## src/rtl/pe_pkg.sv

```systemverilog
// Shared types and constants for the pixel processing element.
package pe_pkg;

    localparam int PIX_W = 8;

    // Bit positions of each state in the one-hot state vector.
    localparam int S_QI   = 0;
    localparam int S_QBGI = 1;
    localparam int S_QBG  = 2;
    localparam int S_QBGD = 3;
    localparam int S_QBAD = 4;
    localparam int S_QSI  = 5;
    localparam int S_QS   = 6;
    localparam int S_QSD  = 7;

    typedef enum logic [7:0] {
        ST_QI   = 8'b0000_0001,
        ST_QBGI = 8'b0000_0010,
        ST_QBG  = 8'b0000_0100,
        ST_QBGD = 8'b0000_1000,
        ST_QBAD = 8'b0001_0000,
        ST_QSI  = 8'b0010_0000,
        ST_QS   = 8'b0100_0000,
        ST_QSD  = 8'b1000_0000
    } state_e;

    typedef struct packed {
        logic [PIX_W-1:0] r;
        logic [PIX_W-1:0] g;
        logic [PIX_W-1:0] b;
    } rgb_t;

endpackage

```

## src/rtl/pe_pixel_classify.sv

```systemverilog
// Combinational background test: a pixel is background when every channel
// lies within thr_i of the expected colour (equality counts as background).
module pe_pixel_classify
    import pe_pkg::*;
(
    input  rgb_t             pix_i,
    input  rgb_t             exp_i,
    input  logic [PIX_W-1:0] thr_i,
    output logic             is_bg_o
);

    // Compare-then-subtract so the difference never wraps.
    function automatic logic [PIX_W-1:0] absdiff(input logic [PIX_W-1:0] a,
                                                 input logic [PIX_W-1:0] b);
        return (a >= b) ? (a - b) : (b - a);
    endfunction

    assign is_bg_o = (absdiff(pix_i.r, exp_i.r) <= thr_i) &&
                     (absdiff(pix_i.g, exp_i.g) <= thr_i) &&
                     (absdiff(pix_i.b, exp_i.b) <= thr_i);

endmodule

```

## src/rtl/pe.sv

```systemverilog
// Pixel processing element: per-channel sum and background replacement over
// NUM_PIXELS packed RGB pixels, sequenced by a one-hot FSM with Ack release.
module pe
    import pe_pkg::*;
#(
    parameter int NUM_PIXELS = 1
) (
    input  logic                        Clk,
    input  logic                        Reset,
    input  logic                        Ack,
    input  logic [PIX_W-1:0]            red_exp,
    input  logic [PIX_W-1:0]            green_exp,
    input  logic [PIX_W-1:0]            blue_exp,
    input  logic [PIX_W-1:0]            threshold,
    input  logic [PIX_W-1:0]            desired_bg_r,
    input  logic [PIX_W-1:0]            desired_bg_g,
    input  logic [PIX_W-1:0]            desired_bg_b,
    input  logic                        Start_Sum,
    input  logic                        Start_BgRemoval,
    input  logic [PIX_W*NUM_PIXELS-1:0] red_in,
    input  logic [PIX_W*NUM_PIXELS-1:0] green_in,
    input  logic [PIX_W*NUM_PIXELS-1:0] blue_in,
    output logic [PIX_W*NUM_PIXELS-1:0] red_out,
    output logic [PIX_W*NUM_PIXELS-1:0] green_out,
    output logic [PIX_W*NUM_PIXELS-1:0] blue_out,
    output logic                        Qi,
    output logic                        Qbgi,
    output logic                        Qbg,
    output logic                        Qbgd,
    output logic                        Qbad,
    output logic                        Qsi,
    output logic                        Qs,
    output logic                        Qsd,
    output logic [PIX_W*NUM_PIXELS-1:0] red_sum,
    output logic [PIX_W*NUM_PIXELS-1:0] green_sum,
    output logic [PIX_W*NUM_PIXELS-1:0] blue_sum
);

    localparam int VW    = PIX_W * NUM_PIXELS;
    localparam int IDX_W = (NUM_PIXELS > 1) ? $clog2(NUM_PIXELS) : 1;
    localparam logic [IDX_W-1:0] IDX_LAST = IDX_W'(NUM_PIXELS - 1);

    typedef logic [NUM_PIXELS-1:0][PIX_W-1:0] chan_t;

    state_e             state_q;
    logic [IDX_W-1:0]   idx_q;
    logic [IDX_W-1:0]   idx_d;
    logic               idx_last;
    chan_t              r_lat_q, g_lat_q, b_lat_q;
    chan_t              r_out_q, g_out_q, b_out_q;
    rgb_t               exp_q, bg_q;
    logic [PIX_W-1:0]   thr_q;
    logic [VW-1:0]      r_sum_q, g_sum_q, b_sum_q;
    rgb_t               cur_px;
    logic               cur_is_bg;

    // Pixel under the index, taken from the latched input vectors.
    assign cur_px   = {r_lat_q[idx_q], g_lat_q[idx_q], b_lat_q[idx_q]};
    assign idx_d    = idx_q + 1'b1;
    assign idx_last = (idx_q == IDX_LAST);

    pe_pixel_classify u_classify (
        .pix_i   (cur_px),
        .exp_i   (exp_q),
        .thr_i   (thr_q),
        .is_bg_o (cur_is_bg)
    );

    // FSM, index counter, input latches, output pixels and accumulators.
    always_ff @(posedge Clk or negedge Reset) begin
        if (!Reset) begin
            state_q <= ST_QI;
            idx_q   <= '0;
            r_lat_q <= '0;
            g_lat_q <= '0;
            b_lat_q <= '0;
            r_out_q <= '0;
            g_out_q <= '0;
            b_out_q <= '0;
            exp_q   <= '0;
            bg_q    <= '0;
            thr_q   <= '0;
            r_sum_q <= '0;
            g_sum_q <= '0;
            b_sum_q <= '0;
        end else begin
            case (state_q)
                ST_QI: begin
                    if (Start_Sum && Start_BgRemoval) state_q <= ST_QBAD;
                    else if (Start_BgRemoval)         state_q <= ST_QBGI;
                    else if (Start_Sum)               state_q <= ST_QSI;
                end
                ST_QBGI: begin
                    r_lat_q <= red_in;
                    g_lat_q <= green_in;
                    b_lat_q <= blue_in;
                    exp_q   <= {red_exp, green_exp, blue_exp};
                    bg_q    <= {desired_bg_r, desired_bg_g, desired_bg_b};
                    thr_q   <= threshold;
                    idx_q   <= '0;
                    state_q <= ST_QBG;
                end
                ST_QBG: begin
                    r_out_q[idx_q] <= cur_is_bg ? bg_q.r : cur_px.r;
                    g_out_q[idx_q] <= cur_is_bg ? bg_q.g : cur_px.g;
                    b_out_q[idx_q] <= cur_is_bg ? bg_q.b : cur_px.b;
                    idx_q          <= idx_d;
                    if (idx_last) state_q <= ST_QBGD;
                end
                ST_QSI: begin
                    r_lat_q <= red_in;
                    g_lat_q <= green_in;
                    b_lat_q <= blue_in;
                    r_sum_q <= '0;
                    g_sum_q <= '0;
                    b_sum_q <= '0;
                    idx_q   <= '0;
                    state_q <= ST_QS;
                end
                ST_QS: begin
                    r_sum_q <= r_sum_q + VW'(cur_px.r);
                    g_sum_q <= g_sum_q + VW'(cur_px.g);
                    b_sum_q <= b_sum_q + VW'(cur_px.b);
                    idx_q   <= idx_d;
                    if (idx_last) state_q <= ST_QSD;
                end
                ST_QBGD, ST_QSD, ST_QBAD: begin
                    if (Ack) state_q <= ST_QI;
                end
                default: state_q <= ST_QI;
            endcase
        end
    end

    assign Qi   = state_q[S_QI];
    assign Qbgi = state_q[S_QBGI];
    assign Qbg  = state_q[S_QBG];
    assign Qbgd = state_q[S_QBGD];
    assign Qbad = state_q[S_QBAD];
    assign Qsi  = state_q[S_QSI];
    assign Qs   = state_q[S_QS];
    assign Qsd  = state_q[S_QSD];

    assign red_out   = r_out_q;
    assign green_out = g_out_q;
    assign blue_out  = b_out_q;
    assign red_sum   = r_sum_q;
    assign green_sum = g_sum_q;
    assign blue_sum  = b_sum_q;

endmodule

```

## config.mk

```make
export PLATFORM = sky130hd
export DESIGN_NAME = pe
export DESIGN_NICKNAME = d
export VERILOG_FILES = /design/src/rtl/pe_pkg.sv /design/src/rtl/pe_pixel_classify.sv /design/src/rtl/pe.sv
export SDC_FILE = /design/constraint.sdc
export NUM_CORES = 1
export LEC_CHECK = 0
export ABC_AREA = 1
export CAP_MARGIN = 20
export CORE_MARGIN = 2
export CORE_UTILIZATION = 25
export DETAILED_ROUTE_END_ITERATION = 10
export DONT_BUFFER_PORTS = 1
export GPL_TIMING_DRIVEN = 0
export PLACE_DENSITY = 0.44
export SETUP_SLACK_MARGIN = 0.15
export SKIP_LAST_GASP = 1
export SLEW_MARGIN = 15
export SYNTH_ARGS = -nofsm -noshare
export SYNTH_HDL_FRONTEND = slang
export SYNTH_SLANG_ARGS = --single-unit
```

## constraint.sdc

```tcl
create_clock -name Clk -period 3.59 [get_ports Clk]
set_input_delay 0.718 -clock Clk [delete_from_list [all_inputs] [get_ports Clk]]
set_output_delay 0.718 -clock Clk [all_outputs]
set_load 0.03 [all_outputs]
```

==> results.cfg, run 1 <==
[worst_setup_path]
cp.arrival_ns = 3.54
critPathCaptureType = flop
criticalPathCategory = flop to flop
startpoint_type = flop
path_max_fanout = 10
required_ns = 3.91

[global_route]
first_global_vias = 7728
antenna_found_initial = 4
grt_max_degree = 138
grt_pass1_wl_um = 46400
grt_overflow = 0
grtUsageTotal = 0.161

[yosys]
postSynthCellCount = 1193
synth-seq-cells = 137
netlist.area_leader.share = 0.369
syn_nets = 1377
async_reset_ff_frac = 1.00
synth_area_leaders = dfrtp_1 37%, nand2_1 14%, ha_1 12%
synth_cell_types = 39
avgSynthCellArea_um2 = 7.72
ys.flop_type = dfrtp_1
synth_area_um2 = 9210
yosys.area.top_type = dfrtp_1
ys_warn_count = 0
synth_edf_count = 0
synth-seq-area-share = 0.372

[floorplanning]
chipWidth_um = 196
initial_utilization = 0.253
row_count = 70
io_pins = 141
core_um2 = 36400
fp.dieH_um = 196
die_area_um2 = 38400

[drt]
first_pass_iters = 5
drc = 0
vias_per_cell = 4.48
ant_nets = 0
wl_per_cell_um = 17.7
vias = 7687
first_iter_violations = 396
wl_um = 30300

[layout]
final_util = 0.294
fin_nets = 1416
drive_gt1_frac = 0.124
fillers = 3986
final_common_cell = nand2_1
layout_common_cells = 343 x nand2_1, 150 x inv_1, 127 x dfrtp_1
area_delta_synth_final_pct = 16.4
register_area_um2 = 3440
stdcell_area_um2 = 10700
multi_input_area_um2 = 4990

[run_status]
failed_checks = hold timing
outcome = finished, violations left

[clock_tree]
cts.sinks = 137
cts_max_level = 4
cts_tree = built
clk_pin_slew_worst_paths_ns = 0.08
clockBufferDepth = 2
cts-root-buf = clkbuf_16
worstSkewPairLatency_ns = 0.44
numCtsBuffers = 17

[sta]
clock_skew_ns = 0.0132
finalHoldViolCount = 9
clock.fmax_ghz = 0.310
final-max-slew-violation-count = 0
fin_crit_sh = 0.898
finalSetupViolCount = 0
whs_ns = -0.0238
setup_tns_ns = 0
worst_slew_pin_slew_ns = 0.582
rsz0062_at_grt = false
slew_headroom = 0.612
period_minus_slack_ns = 3.22

[place]
dpl_cell_area_um2 = 9800
place_congestion = 0.877
io_buffer_count = 0
dp_hpwl_um = 24000

[min_path]
hp-class = input pin to async pin

[flow_run]
drv_cap = 0
==> cell type report <==
class,instances,share of cell area
Multi-Input combinational cell,851,0.466
Antenna cell,1,0.000233
Clock buffer,17,0.0397
Inverter,162,0.0574
Clock inverter,15,0.0163
Sequential cell,137,0.321
Buffer,43,0.0312
Tap cell,468,0.0546
Timing Repair Buffer,20,0.0140
==> final timing paths <==
| kind | from | end | slack, ns | depth (start not counted) |
|---|---|---|---|---|
| setup / recovery | b_lat_q[5] | red_out[4] | 0.37 | 23 |
| hold / removal | Reset | thr_q[3] | -0.02 | 0 |
| setup reg to reg | b_lat_q[5] | red_out[4] | 0.37 | 23 |
| hold reg to reg | bg_q[14] | bg_q[14] | 0.52 | 2 |
| max in group asynchronous | Reset | state_q[0] | 3.27 | 0 |
| min in group Clk | Start_BgRemoval | state_q[5] | 0.34 | 1 |
==> metal layers <==
metal / global-route usage / part of all wire / vias to the layer above
met5: 0 / 0.0012 / -
met4: 0.0455 / 0.016 / 6
met2: 0.269 / 0.48 / 131
li1: - / - / 3935
met3: 0.0431 / 0.051 / 29
met1: 0.205 / 0.45 / 3586
==> critical path, cell delays in order (launching register included) <==
cell      delay, ns
dfrtp_2        0.44
inv_2          0.08
ha_1           0.29
clkbuf_2       0.17
a21oi_2        0.20
o21bai_1       0.09
a21oi_1        0.16
nand2_2        0.11
buf_4          0.16
o21ai_0        0.14
inv_1          0.06
ha_1           0.27
nand2_1        0.04
inv_1          0.06
nand2_1        0.05
nand2_1        0.05
nand2_1        0.04
nand2_1        0.09
nand2_4        0.10
nand3_4        0.11
buf_6          0.13
nand2_1        0.06
nand3_1        0.13
nand2_1        0.06
==> cell families (layout without fill, tap and decap cells) <==
logic type,after synthesis,in the layout,share of synthesized area
and+or+nand+nor,510,510,0.238
buffers and inverters,205,257,0.0979
AOI/OAI and AO/OA,204,204,0.114
DFF,137,137,0.372
adders and majority gates,99,99,0.142
xor gates and xnor gates,38,38,0.0361
other,0,1,0
==> registers in the layout, summed over array words and instances, names as in the netlist <==
signal,flops
r_lat_q,8
blue_sum,8
b_lat_q,8
green_sum,8
green_out,8
bg_q,24
exp_q,24
g_lat_q,8
blue_out,8
idx_q,1
thr_q,8
state_q,8
red_out,8
red_sum,8
==> synthesized netlist by cell type (8+ instances only) <==
library cell and n:
ha_1 90, xor2_1 35, inv_1 154, o21ai_1 32
dfrtp_1 136, nand2_1 346, buf_6 12, a21oi_1 65
nand2_2 8, inv_2 8, nand4_1 33, o21ai_0 93
buf_2 15, fa_1 9, nor2_1 36, nand3_1 70
==> per-stage QoR <==
step	instances	setup WS, ns
after global placement	1661	-0.284
after global routing	1713	0.131
after floorplan	1193	0.587
final	1714	0.367
after CTS	1701	0.151
after detailed placement	1661	-0.284
==> repair_timing <==
action                                 CTS  global route
setup endpoints to repair               24            24
gates resized for setup                 22            51
endpoints found under the hold margin  136           132
buffers inserted                         8            12
pin swaps                                7            10
Power of run 1 is not shown: default switching activity piles up to over one toggle a cycle in this logic, so the estimate is an artifact.
==> run 2, diff against run 1 <==
CORE_MARGIN = 4   (was 2)
==> run 2 against run 1 <==
Against the previous run: the run still ends with hold timing left; routed wire length is 1.0% higher; register-to-register slack worse by 0.02 ns; final cell count is 0.23% higher; global-route usage is 0.92 points lower; clock skew is 0.0014 ns lower; utilization is 0.19 points higher; critical path depth is 2 higher.
==> results.cfg, run 2 (synthesis gave the netlist of run 1 again) <==
[global_route]
grt_pass1_wl_um = 45800
grt_max_degree = 138
grt_overflow = 0
grtUsageTotal = 0.152
first_global_vias = 7570
antenna_found_initial = 5

[drt]
drc = 0
first_pass_iters = 5
wl_um = 30700
vias = 7773
ant_nets = 0
wl_per_cell_um = 17.8
vias_per_cell = 4.52
first_iter_violations = 383

[floorplanning]
core_um2 = 36500
io_pins = 141
die_area_um2 = 40000
chipWidth_um = 200
row_count = 70
fp.dieH_um = 200
initial_utilization = 0.252

[layout]
fillers = 3889
reg_top3 = bg_q x24, exp_q x24
drive_gt1_frac = 0.142
fin_nets = 1421
final_common_cell = nand2_1
final_util = 0.296
stdcell_area_um2 = 10800
n_antenna_cell = 0
area_delta_synth_final_pct = 17.4
layout_common_cells = 337 x nand2_1, 149 x inv_1, 127 x dfrtp_1

[clock_tree]
clk_pin_slew_worst_paths_ns = 0.07
cts-root-buf = clkbuf_16
worstSkewPairLatency_ns = 0.44
clockBufferDepth = 2
cts_tree = built
cts_max_level = 4
numCtsBuffers = 17
cts.sinks = 137

[worst_setup_path]
cp.arrival_ns = 3.62
path_max_fanout = 7
criticalPathCategory = flop to flop
required_ns = 3.97
startpoint_type = flop
critPathCaptureType = flop

[sta]
clock_skew_ns = 0.0118
period_minus_slack_ns = 3.24
setup_tns_ns = 0
clock.fmax_ghz = 0.308
final-max-slew-violation-count = 0
finalHoldViolCount = 6
slew_headroom = 0.570
rsz0062_at_grt = false
finalSetupViolCount = 0
whs_ns = -0.0164
worst_slew_pin_slew_ns = 0.645
fin_crit_sh = 0.904

[place]
dp_hpwl_um = 24100
io_buffer_count = 0
dpl_cell_area_um2 = 9800
place_congestion = 0.902

[flow_run]
drv_cap = 0

[run_status]
failed_checks = hold timing
outcome = finished, violations left

[min_path]
hp-class = input pin to async pin
-- run 2: cell types whose count changed in the layout (fill, tap and decap cells not counted), moves of 4 or more --
cell     previous run  this run
nand3_1            69        62
nand2_1           343       337
a21oi_2             3         7
nand3_2             2         9
a21oi_1            62        58
nand2_2             8        12
-- run 2: per-stage QoR --
stage          setup WS, ns  instances
2_1_floorplan         0.587       1193
5_1_grt               0.124       1718
6_report              0.345       1718
3_3_place_gp         -0.247       1661
4_1_cts               0.151       1701
3_5_place_dp         -0.239       1661
-- run 2: repair_timing --
action                                  in CTS  in global routing
endpoints found under the setup margin      24                 24
gates resized for setup                     19                 78
cloned                                       0                  2
pin swaps                                    5                 20
endpoints found under the hold margin      136                134
buffers inserted                             8                 15
-- run 2: critical path: stages, from the launching register on --
cell,delay [ns]
dfrtp_2,0.41
inv_2,0.08
ha_2,0.17
inv_1,0.07
fa_2,0.37
nand2_1,0.09
nand2_2,0.08
o21ai_2,0.19
nand2_4,0.10
buf_4,0.15
o21ai_0,0.07
o21ai_0,0.11
inv_1,0.07
ha_1,0.22
nand2_1,0.06
inv_1,0.04
nand2_1,0.06
nand2_1,0.05
nand2_1,0.05
nand2_1,0.08
nand2_4,0.14
nand3_4,0.14
buf_6,0.16
nand2_1,0.07
nand3_2,0.10
nand2_2,0.07
-- run 2: path summary, 6_finish.rpt --
kind | slack, ns | depth (start not counted) | endpoint | start
max | 0.35 | 25 | red_out[5] | b_lat_q[0]
min | -0.02 | 0 | thr_q[3] | Reset
max reg2reg | 0.35 | 25 | red_out[5] | b_lat_q[0]
min reg2reg | 0.52 | 2 | bg_q[12] | bg_q[12]
max in group asynchronous | 3.27 | 0 | r_lat_q[1] | Reset
min in group Clk | 0.35 | 1 | state_q[1] | Start_Sum
-- run 2: layout make-up --
type | count | area (um^2) | share of cell area
inverter | 162 | 616 | 0.0569
clock inverter | 15 | 148 | 0.0136
clock buffer | 17 | 425 | 0.0393
timing repair buffer | 25 | 199 | 0.0184
buffer | 43 | 330 | 0.0305
sequential | 137 | 3440 | 0.318
multi-input combinational | 851 | 5070 | 0.469
tap | 468 | 586 | 0.0541
-- run 2: per-layer routing --
metal	global-route usage	up-vias	routed length, um
met5	0	-	85
met4	0.0360	10	420
met3	0.0485	30	1660
met2	0.246	119	14500
met1	0.199	3664	14000
li1	-	3950	-
Power of run 2 is left out for the same reason.
